$ cat src/rtl/mem_access_pkg.sv
// Shared types and constants for the MEM-stage data-memory responder.
package mem_access_pkg;
  localparam int DATA_W             = 16;
  localparam int ADDR_W             = 16;
  localparam int BUS_W              = 8;
  localparam int TIMEOUT_CYCLES_DEF = 255;
  localparam int TO_CNT_W           = 8;

  typedef enum logic [1:0] {
    IDLE  = 2'd0,
    BYTE0 = 2'd1,
    BYTE1 = 2'd2,
    DONE  = 2'd3
  } state_e;
endpackage

$ cat src/rtl/mem_access_unit_timeout.sv
// Bus watchdog: counts beat cycles without mem_ack and flags the abort cycle.
module mem_timeout_ctr
  import mem_access_pkg::*;
#(
  parameter int TIMEOUT_CYCLES = TIMEOUT_CYCLES_DEF
) (
  input  logic clk,
  input  logic rst_n,
  input  logic clear,
  input  logic waiting,
  output logic expired
);
  logic [TO_CNT_W-1:0] cnt_q, cnt_d;

  always_comb begin
    cnt_d = cnt_q;
    if (clear) begin
      cnt_d = '0;
    end else if (waiting) begin
      cnt_d = cnt_q + 1'b1;
    end
  end

  always_ff @(posedge clk or negedge rst_n) begin
    if (!rst_n) begin
      cnt_q <= '0;
    end else begin
      cnt_q <= cnt_d;
    end
  end

  // Fires in the last unacknowledged cycle so mem_req is held exactly TIMEOUT_CYCLES cycles.
  assign expired = waiting && (cnt_q == TO_CNT_W'(TIMEOUT_CYCLES - 1));
endmodule

$ cat src/rtl/mem_access_unit.sv
// MEM-stage responder: runs LW/SW/LBU/SB as big-endian byte beats on a req/ack bus.
// Optional watchdog abort is compiled in with MEM_ACCESS_TIMEOUT_EN.
module mem_access_unit
  import mem_access_pkg::*;
#(
  parameter int TIMEOUT_CYCLES = TIMEOUT_CYCLES_DEF
) (
  input  logic              clk,
  input  logic              rst_n,
  input  logic              memRead,
  input  logic              memWrite,
  input  logic              byteOp,
  input  logic [ADDR_W-1:0] addr,
  input  logic [DATA_W-1:0] wdata,
  output logic [DATA_W-1:0] rdata,
  output logic              stall,
  output logic              done,
  output logic              err,
  output logic              mem_req,
  output logic              mem_we,
  output logic [ADDR_W-1:0] mem_addr,
  output logic [BUS_W-1:0]  mem_wdata,
  input  logic [BUS_W-1:0]  mem_rdata,
  input  logic              mem_ack,
  output state_e            dbg_state
);
  // Bus handshake: a beat is outstanding while mem_req=1; mem_we/mem_addr/mem_wdata
  // stay stable until the cycle mem_ack=1 is seen, which completes that beat.
  state_e              state_q, state_d;
  logic [ADDR_W-1:0]   addr_q, addr_d;
  logic [DATA_W-1:0]   wdata_q, wdata_d;
  logic [DATA_W-1:0]   rdata_q, rdata_d;
  logic [BUS_W-1:0]    hi_q, hi_d;
  logic                we_q, we_d;
  logic                byte_q, byte_d;
  logic                err_q, err_d;
  logic                req_in, in_bus, bus_enter, to_expired;

  assign req_in = memRead | memWrite;
  assign in_bus = (state_q == BYTE0) || (state_q == BYTE1);

  always_comb begin
    state_d = state_q;
    addr_d  = addr_q;
    wdata_d = wdata_q;
    rdata_d = rdata_q;
    hi_d    = hi_q;
    we_d    = we_q;
    byte_d  = byte_q;
    err_d   = err_q;
    case (state_q)
      IDLE: begin
        if (req_in) begin
          if ((memRead && memWrite) || (!byteOp && addr[0])) begin
            err_d   = 1'b1;
            state_d = DONE;
          end else begin
            addr_d  = addr;
            wdata_d = wdata;
            we_d    = memWrite;
            byte_d  = byteOp;
            err_d   = 1'b0;
            state_d = BYTE0;
          end
        end
      end
      BYTE0: begin
        if (mem_ack) begin
          if (!we_q && byte_q) rdata_d = {8'h00, mem_rdata};
          if (!we_q && !byte_q) hi_d = mem_rdata;
          state_d = byte_q ? DONE : BYTE1;
        end else if (to_expired) begin
          err_d   = 1'b1;
          state_d = DONE;
        end
      end
      BYTE1: begin
        // rdata only changes once the whole word has arrived, so an abort leaves it intact.
        if (mem_ack) begin
          if (!we_q) rdata_d = {hi_q, mem_rdata};
          state_d = DONE;
        end else if (to_expired) begin
          err_d   = 1'b1;
          state_d = DONE;
        end
      end
      DONE:    state_d = IDLE;
      default: state_d = IDLE;
    endcase
  end

  always_ff @(posedge clk or negedge rst_n) begin
    if (!rst_n) begin
      state_q <= IDLE;
      addr_q  <= '0;
      wdata_q <= '0;
      rdata_q <= '0;
      hi_q    <= '0;
      we_q    <= 1'b0;
      byte_q  <= 1'b0;
      err_q   <= 1'b0;
    end else begin
      state_q <= state_d;
      addr_q  <= addr_d;
      wdata_q <= wdata_d;
      rdata_q <= rdata_d;
      hi_q    <= hi_d;
      we_q    <= we_d;
      byte_q  <= byte_d;
      err_q   <= err_d;
    end
  end

  assign bus_enter = ((state_d == BYTE0) || (state_d == BYTE1)) && (state_d != state_q);

`ifdef MEM_ACCESS_TIMEOUT_EN
  mem_timeout_ctr #(
    .TIMEOUT_CYCLES(TIMEOUT_CYCLES)
  ) u_timeout (
    .clk     (clk),
    .rst_n   (rst_n),
    .clear   (bus_enter),
    .waiting (in_bus && !mem_ack),
    .expired (to_expired)
  );
`else
  logic unused_timeout;
  assign unused_timeout = bus_enter ^ (TIMEOUT_CYCLES != 0);
  assign to_expired     = 1'b0;
`endif

  assign stall     = ((state_q == IDLE) && req_in) || in_bus;
  assign mem_req   = in_bus;
  assign mem_we    = in_bus && we_q;
  assign mem_addr  = (state_q == BYTE0) ? addr_q :
                     (state_q == BYTE1) ? addr_q + 16'd1 : '0;
  assign mem_wdata = !(in_bus && we_q) ? '0 :
                     ((state_q == BYTE1) || byte_q) ? wdata_q[7:0] : wdata_q[15:8];
  assign done      = (state_q == DONE);
  assign err       = done && err_q;
  assign rdata     = rdata_q;
  assign dbg_state = state_q;
endmodule

$ cat config.mk
export PLATFORM = sky130hd
export DESIGN_NAME = mem_access_unit
export DESIGN_NICKNAME = d
export VERILOG_FILES = /design/src/rtl/mem_access_pkg.sv /design/src/rtl/mem_access_unit_timeout.sv /design/src/rtl/mem_access_unit.sv
export SDC_FILE = /design/constraint.sdc
export NUM_CORES = 1
export LEC_CHECK = 0
export BUFFER_PORTS_ARGS = -buffer_cell sky130_fd_sc_hd__buf_2
export CORE_AREA = 4 4 91 93
export CTS_CLUSTER_SIZE = 12
export DETAILED_ROUTE_END_ITERATION = 6
export DIE_AREA = 0 0 95 97
export MAX_ROUTING_LAYER = met4
export PLACE_DENSITY = 0.76
export SYNTH_ARGS = -nofsm -noshare
export SYNTH_HDL_FRONTEND = slang
export SYNTH_SLANG_ARGS = --single-unit
$ cat constraint.sdc
create_clock -name clk -period 1.9 [get_ports clk]
set_input_delay 0.285 -clock clk [delete_from_list [all_inputs] [get_ports clk]]
set_output_delay 0.285 -clock clk [all_outputs]
set_load 0.1 [all_outputs]
# Yosys cells after proc, flatten, opt, wreduce, memory -nomap -nowiden
# Cells that the tools add are included.
[totals]
regBits = 61
word_cells = 56
[op_classes]
mux = 16
addsub = 1
n_reduce_logical = 21
bitwise_logic = 2
eq_ne = 8
[op_table]
columns = ["op", "n"]
rows = [
  ["16-bit two-way mux", 6],
  ["16-bit one-hot mux with 2 select lines", 1],
  ["16-bit by 1-bit adder with 16-bit output, second input constant", 1],
  ["8-bit two-way mux", 2],
  ["3-bit AND reduction", 3],
  ["2-bit two-way mux", 4],
  ["2-bit != test, second input constant", 4],
  ["2-bit one-hot mux with 4 select lines", 1],
  ["1-bit logical AND", 7],
  ["5-bit AND reduction", 1],
  ["2-bit == test, second input constant", 2],
  ["1-bit logical OR", 4],
  ["1-bit zero test", 3],
  ["2-bit by 1-bit == test with 1-bit output, second input constant", 1],
  ["2-bit zero test", 1],
  ["1-bit two-way mux", 2],
  ["2-bit by 1-bit != test with 1-bit output, second input constant", 1],
  ["2-bit AND reduction", 1],
  ["2-bit nonzero test", 1],
  ["1-bit inverter", 1],
  ["1-bit bitwise OR", 1],
]

# Depth between registers and ports, before layout
# Gate-level depths: netlist of the first run.
[depth]
depth_word = 6
mapped_depth = 8
depth_no_buf = 6

# Worst setup path before layout of the first run
# OpenSTA, ideal clock, no wires.
[synth_timing]
path_kind = "flip-flop to output port"
start = "register state_q[0], in the netlist dbg_state[0]"
end = "output mem_wdata[0]"
t_arrival_ps = 3997
n_path_buf = 0
path_slack_ps = -2382
t_required_ps = 1615
path_stages_with_launch = 5
cell_sequence = "dfrtp_1 inv_1 ha_1 nand2_1 a21oi_1"
[synth_between]
elab_chain_len = 4
[synth_rtl]
columns = ["item", "line", "rtl"]
rows = [
  ["start, declared", "mem_access_unit.sv:29", "state_e state_q, state_d;"],
  ["start signal, assigned", "mem_access_unit.sv:103", "state_q <= state_d;"],
  ["2-bit by 1-bit == test with 1-bit output or 2-bit == test (tied branches)", "mem_access_unit.sv:40", "assign in_bus = (state_q == BYTE0) || (state_q == BYTE1);"],
  ["1-bit logical OR *", "mem_access_unit.sv:40", ""],
  ["via mem_req", "mem_access_unit.sv:19", "output logic mem_req,"],
  ["1-bit logical AND *", "mem_access_unit.sv:137", "assign mem_wdata = !(in_bus && we_q) ? '0 :"],
  ["8-bit two-way mux *", "mem_access_unit.sv:137", ""],
  ["end, declared", "mem_access_unit.sv:22", "output logic [BUS_W-1:0] mem_wdata,"],
]
# The timed path passes the listed nets; every way through them passes the cells marked *.

# Worst setup path after layout of the first run
[layout_timing]
start = "register state_q[0], in the netlist dbg_state[0]"
end = "output mem_addr[15]"
[layout_between]
elab_chain_len = 3
[layout_rtl]
columns = ["item", "line", "rtl"]
rows = [
  ["2-bit == test", "mem_access_unit.sv:136", "(state_q == BYTE1) ? addr_q + 16'd1 : '0;"],
  ["16-bit two-way mux", "mem_access_unit.sv:136", ""],
  ["16-bit two-way mux *", "mem_access_unit.sv:135", "assign mem_addr = (state_q == BYTE0) ? addr_q :"],
  ["end, declared", "mem_access_unit.sv:21", "output logic [ADDR_W-1:0] mem_addr,"],
]
# Mark *: on every way between the ends. The rest lies on a longest branch, timed or not.

==> reports/results.txt, run 1 <==
port bufs = 92
fillers = 539
peak fanout along the critical path = 4
hold path endpoint = rdata[5]
Setup crit end kind = primary output
count of cell types in the netlist = 40
clk sinks = 61
DP Wirelength = 6110 um
initial DRC count = 96
Hold WC Path Type = in2reg
fin worst setup slack = -0.644 ns
initial antenna violation count = 0
cells after synthesis = 279
Crit-path slowest cell = dfrtp_4
top_reg_cell synth = dfrtp_1
Starting Density = 39.3%
htree depth = 3
post-DR vias/cell = 5.11
Synth Area per Inst = 10.6 um^2
Overflow after GRT = 0
DRC = 0
Vias = 2673
Tcrit/Tclk final = 134%
R2R depth = 8
unrepaired setup endpoints after global routing = true
outcome = finished, violations left
area grow syn2layout = 73.2%
Die Y = 97 um
Seq/Total Area, Yosys = 51.7%
Syn Nets = 331
Top-Level Pins = 93
total core area = 7530 um^2
drt wl/cell = 17.4 um
CTS tree = built
r2r setup slk = 0.07 ns
RR Startpoint = dbg_state[0]
vias in the first global route = 2882
R2R Path End = addr_q[8]
diode count = 0
fin. max-slew vios = 0
# setup viols final = 27
Root Buffer = clkbuf_8
worst slack at placement = -0.296 ns
WP data required = 1.62 ns
Post-synth ARST share = 100%
Die X = 95 um
final RePlAce weighted congestion = 0.974
CP Class = reg2out
clk_skew = 0.00778 ns
Post-synth EDFFs = 0
area of the die = 9220 um^2
min-delay src = mem_rdata[5]
drt total wl = 9080 um
hold depth = 3
slowest stage delay, CP = 0.49 ns
CTS max path bufs = 2
Worst Tran Pin Value = 0.516 ns
final hold vios = 0
Bufs and invs on worst path = 1
layout cell share with drive strength beyond 1 = 63.4%
Critical Path Start Type = register
max_slew headroom = 65.6%
Final Net Count = 468
Num CTS Buffers = 9
worst skew pair latency = 0.33 ns
Max Cap Viol = 0
kind of cell adding the most delay to the critical path = simple AND/OR/NAND/NOR gates
Synth Cell Area = 2960 um^2
FMAX = 393 MHz
largest net degree at the start of global routing = 28
#FFs+latches synth = 61
crit-path cells = ha_4, nand4b_4, or3_4, or3_4, a21oi_4, buf_12
clock transition at the registers of the reported paths = 0.07 ns
Top cell by count, worst path = or3_4
total global routing track utilization = 20.1%
Worst EP arrival = 2.26 ns
1st-pass router iterations = 4
CP Depth = 6
Core Rows = 32
global-route wire length before repair = 14100 um
final antenna-violating net count = 0
failing checks = negative setup slack
warnings from Yosys = 0
minimum clock period = 2.54 ns
sequential cells by signal (all words and copies together), names as in the netlist:
signal and cells:
addr_q 16, rdata 16, wdata_q 16, hi_q 8
dbg_state 2, byte_q 1, err_q 1, we_q 1
metal layers:
layer | wire, um | track usage (%) | vias to the layer above
li1 | - | - | 1242
met1 | 3520 | 23.7 | 1311
met2 | 4800 | 33.9 | 97
met3 | 449 | 3.27 | 23
met4 | 314 | 8.10 | 0
met5 | 0 | - | -
what timing repair did:
| action | 4_1_cts | 5_1_grt |
|---|---|---|
| setup endpoints to repair | 79 | 54 |
| resized for setup | 33 | 22 |
| buffers inserted | 4 | 5 |
| cloned | 2 | 0 |
| hold buffers | 1 | 0 |
| hold endpoints to repair | 19 | 0 |
| pin swaps | 17 | 12 |
final cells by class:
type                       instances  area, um^2  area share (%)
timing repair buffer             136        1360            26.5
inverter                           5        27.5           0.538
sequential                        61        1530            30.0
clock inverter                     6        63.8            1.25
clock buffer                      10         128            2.49
tap                              102         128            2.49
multi-input combinational        203        1880            36.8
synthesized netlist by cell type (all sizes together) (3+ instances only):
library cell,instances,area [um^2]
mux2,43,484
xnor2,6,52.6
buf,4,26.3
clkbuf,7,26.3
dfrtp,61,1530
a21oi,15,75.1
or3,5,37.5
inv,5,18.8
o21ai,15,75.1
nor4,3,18.8
nand3,10,55.1
ha,6,75.1
nand2,55,206
nor2,15,56.3
nor2b,4,25.0
how the worst max path moves through the flow:
stage	startpoint	to
2_1_floorplan	dbg_state[1]	mem_addr[15]
5_1_grt	dbg_state[0]	mem_addr[15]
4_1_cts	dbg_state[0]	mem_addr[15]
3_5_place_dp	dbg_state[0]	mem_addr[10]
6_report	dbg_state[0]	mem_addr[15]
3_3_place_gp	dbg_state[0]	mem_addr[15]
through the flow:
stage / util [%] / instance area [um^2] / cells / hold WS (ns) / TNS, ns
floorplan: - / 3330 / 279 / -0.0106 / -9.50
global placement: 60.7 / 4570 / 496 / 0.284 / -4.63
detailed placement: 60.7 / 4570 / 496 / 0.290 / -6.90
CTS: 66.2 / 4980 / 519 / 0.150 / -10.78
global route: 68.0 / 5120 / 523 / 0.151 / -12.73
finish: 68.0 / 5120 / 523 / 0.163 / -10.63
cell usage in the layout, fill, tap and decap left out, types with 2 or more instances in the layout:
| cell | count |
|---|---|
| buf_12 | 35 |
| buf_4 | 27 |
| ha_4 | 3 |
| xnor2_2 | 4 |
| inv_1 | 2 |
| buf_2 | 63 |
| ha_1 | 2 |
| dfrtp_1 | 59 |
| clkbuf_8 | 9 |
| mux2_2 | 42 |
| o21ai_0 | 13 |
| nand3_1 | 9 |
| nand2_8 | 2 |
| a31o_4 | 2 |
| dfrtp_4 | 2 |
| a21oi_2 | 2 |
| nor2b_4 | 2 |
| nand2_1 | 44 |
| clkinv_2 | 2 |
| o21ai_2 | 2 |
| nor3_4 | 2 |
| or3_4 | 4 |
| nor2_4 | 10 |
| buf_6 | 7 |
| a21oi_4 | 12 |
| nand2_2 | 9 |
| inv_4 | 2 |
| o31ai_1 | 2 |
| clkinvlp_4 | 3 |
| xnor2_1 | 2 |
| nor2_1 | 5 |
| nor2b_1 | 2 |
| nor4_4 | 3 |
worst reg2reg max path, cell delays in order, from the launching register on:
cell	delay (ns)
dfrtp_4	0.49
buf_4	0.17
inv_4	0.06
buf_4	0.12
ha_4	0.14
nor2b_4	0.16
nand2_2	0.10
buf_12	0.18
mux2_2	0.29
logic make-up after synthesis:
kind of cell	count (synthesis)	share of synthesized area, %
AND/OR/NAND/NOR	104	16.5
flip-flops	61	51.7
multiplexers	44	16.7
AO/OA/AOI/OAI	41	8.13
buffers and inverters	16	2.41
XOR/XNOR	7	2.07
adder cells (fa/ha/maj)	6	2.54
Power of run 1 is not shown: default switching activity piles up to over one toggle a cycle in this logic, so the estimate is an artifact.
==> run 2, diff against run 1 <==
--- a/config.mk
+++ b/config.mk
@@ -12,6 +12,7 @@
 export DIE_AREA = 0 0 95 97
 export MAX_ROUTING_LAYER = met4
 export PLACE_DENSITY = 0.76
+export SETUP_SLACK_MARGIN = 0.5
 export SYNTH_ARGS = -nofsm -noshare
 export SYNTH_HDL_FRONTEND = slang
 export SYNTH_SLANG_ARGS = --single-unit
==> reports/results.txt, run 2 (same netlist as run 1, synthesis figures left out) <==
post-DR vias/cell = 5.15 (+0.69%)
area of the die = 9220 um^2 (unchanged)
largest net degree at the start of global routing = 28 (unchanged)
Critical Path Start Type = register
Die Y = 97 um (unchanged)
minimum clock period = 2.55 ns (+0.00575 ns)
final hold vios = 0 (unchanged)
CTS tree = built
clk_skew = 0.00868 ns (+0.000904 ns)
drt total wl = 9370 um (+3.2%)
final RePlAce weighted congestion = 0.822 (-16%)
Starting Density = 39.3% (unchanged)
clk sinks = 61 (unchanged)
Vias = 2743 (+2.6%)
FMAX = 392 MHz (-0.23%)
diode count = 0 (unchanged)
fin worst setup slack = -0.649 ns (-0.00575 ns)
area of the multi-input gates = 2110 um^2 (+12%)
WP data required = 1.62 ns (about the same)
max_slew headroom = 70.4% (+4.8 points)
drt wl/cell = 17.6 um (+1.3%)
fin. max-slew vios = 0 (unchanged)
total global routing track utilization = 21.7% (+1.6 points)
fillers = 502 (-6.9%)
Overflow after GRT = 0 (unchanged)
Worst Tran Pin Value = 0.440 ns (-0.0765 ns)
port bufs = 92 (unchanged)
# setup viols final = 43 (+59%)
commonest non-fill, non-tap cell in the layout = dfrtp_1
clock transition at the registers of the reported paths = 0.08 ns (about the same)
Core Rows = 32 (unchanged)
initial antenna violation count = 0 (unchanged)
Setup crit end kind = primary output
unrepaired setup endpoints after global routing = true
1st-pass router iterations = 4 (unchanged)
Register Area = 1530 um^2 (unchanged)
total core area = 7530 um^2 (unchanged)
Tcrit/Tclk final = 134% (+0.30 points)
CTS max path bufs = 2 (unchanged)
Hold WC Path Type = in2reg
DP Wirelength = 6290 um (+3.0%)
Max Cap Viol = 0 (unchanged)
Worst EP arrival = 2.26 ns (about the same)
vias in the first global route = 3002 (+4.2%)
htree depth = 3 (unchanged)
outcome = finished, violations left
failing checks = negative setup slack
Final Net Count = 478 (+2.1%)
Top-Level Pins = 93 (unchanged)
worst skew pair latency = 0.35 ns (+0.02 ns)
most frequent cells in the layout = dfrtp_1 (59), buf_4 (47), buf_2 (45)
initial DRC count = 132 (+38%)
global-route wire length before repair = 15000 um (+6.6%)
DRC = 0 (unchanged)
CP Class = reg2out
Num CTS Buffers = 9 (unchanged)
Die X = 95 um (unchanged)
area grow syn2layout = 88.1%
layout cell share with drive strength beyond 1 = 67.7% (+4.3 points)
Root Buffer = clkbuf_8
peak fanout along the critical path = 3 (-1)
final cell utilization of the core = 73.9% (+5.9 points)
final antenna-violating net count = 0 (unchanged)
-- run 2: cell count changes in the layout (fill, tap and decap cells not counted), moves of 3 or more --
cell	delta
buf_6	+3
nand2_4	+7
buf_4	+20
nand2_1	-14
nand2_2	+8
buf_2	-18
mux2_4	+39
buf_12	+4
mux2_2	-39
-- run 2: repair_timing --
| action | CTS | global route |
|---|---|---|
| pin swaps | 17 | 5 |
| cloned | 4 | 0 |
| setup buffers | 6 | 4 |
| hold buffers | 1 | 0 |
| resized for setup | 62 | 47 |
| hold endpoints to repair | 10 | 0 |
| setup endpoints to repair | 108 | 93 |
-- run 2: layout make-up --
type | count | area share (%)
clock buffers | 9 | 2.23
clock inverters | 7 | 0.923
inverters | 5 | 0.495
multi-input cells | 203 | 38.0
flip-flops and latches | 61 | 27.6
well taps | 102 | 2.30
repair buffers | 146 | 28.4
-- run 2: worst max-delay path, stage by stage, from the launching register on --
cell and delay, ns:
dfrtp_4 0.49, ha_4 0.17, nand4b_4 0.16, or3_4 0.35, or3_4 0.39, a21oi_4 0.15, buf_12 0.19
-- run 2: final timing paths --
kind | start | endpoint | slack, ns | cells after the start
max | dbg_state[0] | mem_addr[15] | -0.65 | 6
min | mem_rdata[1] | rdata[1] | 0.16 | 3
max reg2reg | dbg_state[0] | rdata[7] | -0.04 | 12
min reg2reg | rdata[9] | rdata[9] | 0.48 | 2
max in group asynchronous | rst_n | addr_q[3] | 0.89 | 3
min in group asynchronous | rst_n | addr_q[9] | 0.35 | 2
-- run 2: per-layer routing --
layer  global-route usage [%]  share of wire [%]  vias to the layer above
met3                     3.42                4.2                       22
met2                     36.1                 53                       88
met5                        -                  0                        -
li1                         -                  -                     1265
met1                     25.9                 41                     1368
met4                     9.21                2.5                        0
-- run 2: metrics by stage --
| stage | setup TNS [ns] | cells | instance area [um^2] | hold WS (ns) | worst slack, ns |
|---|---|---|---|---|---|
| floorplan | -9.97 | 279 | 3520 | -0.0106 | -0.764 |
| global placement | -3.83 | 502 | 4770 | 0.188 | -0.253 |
| detailed placement | -5.22 | 502 | 4770 | 0.189 | -0.274 |
| CTS | -12.61 | 529 | 5390 | 0.121 | -0.658 |
| global route | -16.32 | 533 | 5560 | 0.152 | -0.727 |
| finish | -12.60 | 533 | 5560 | 0.156 | -0.649 |
Power of run 2 is left out for the same reason.
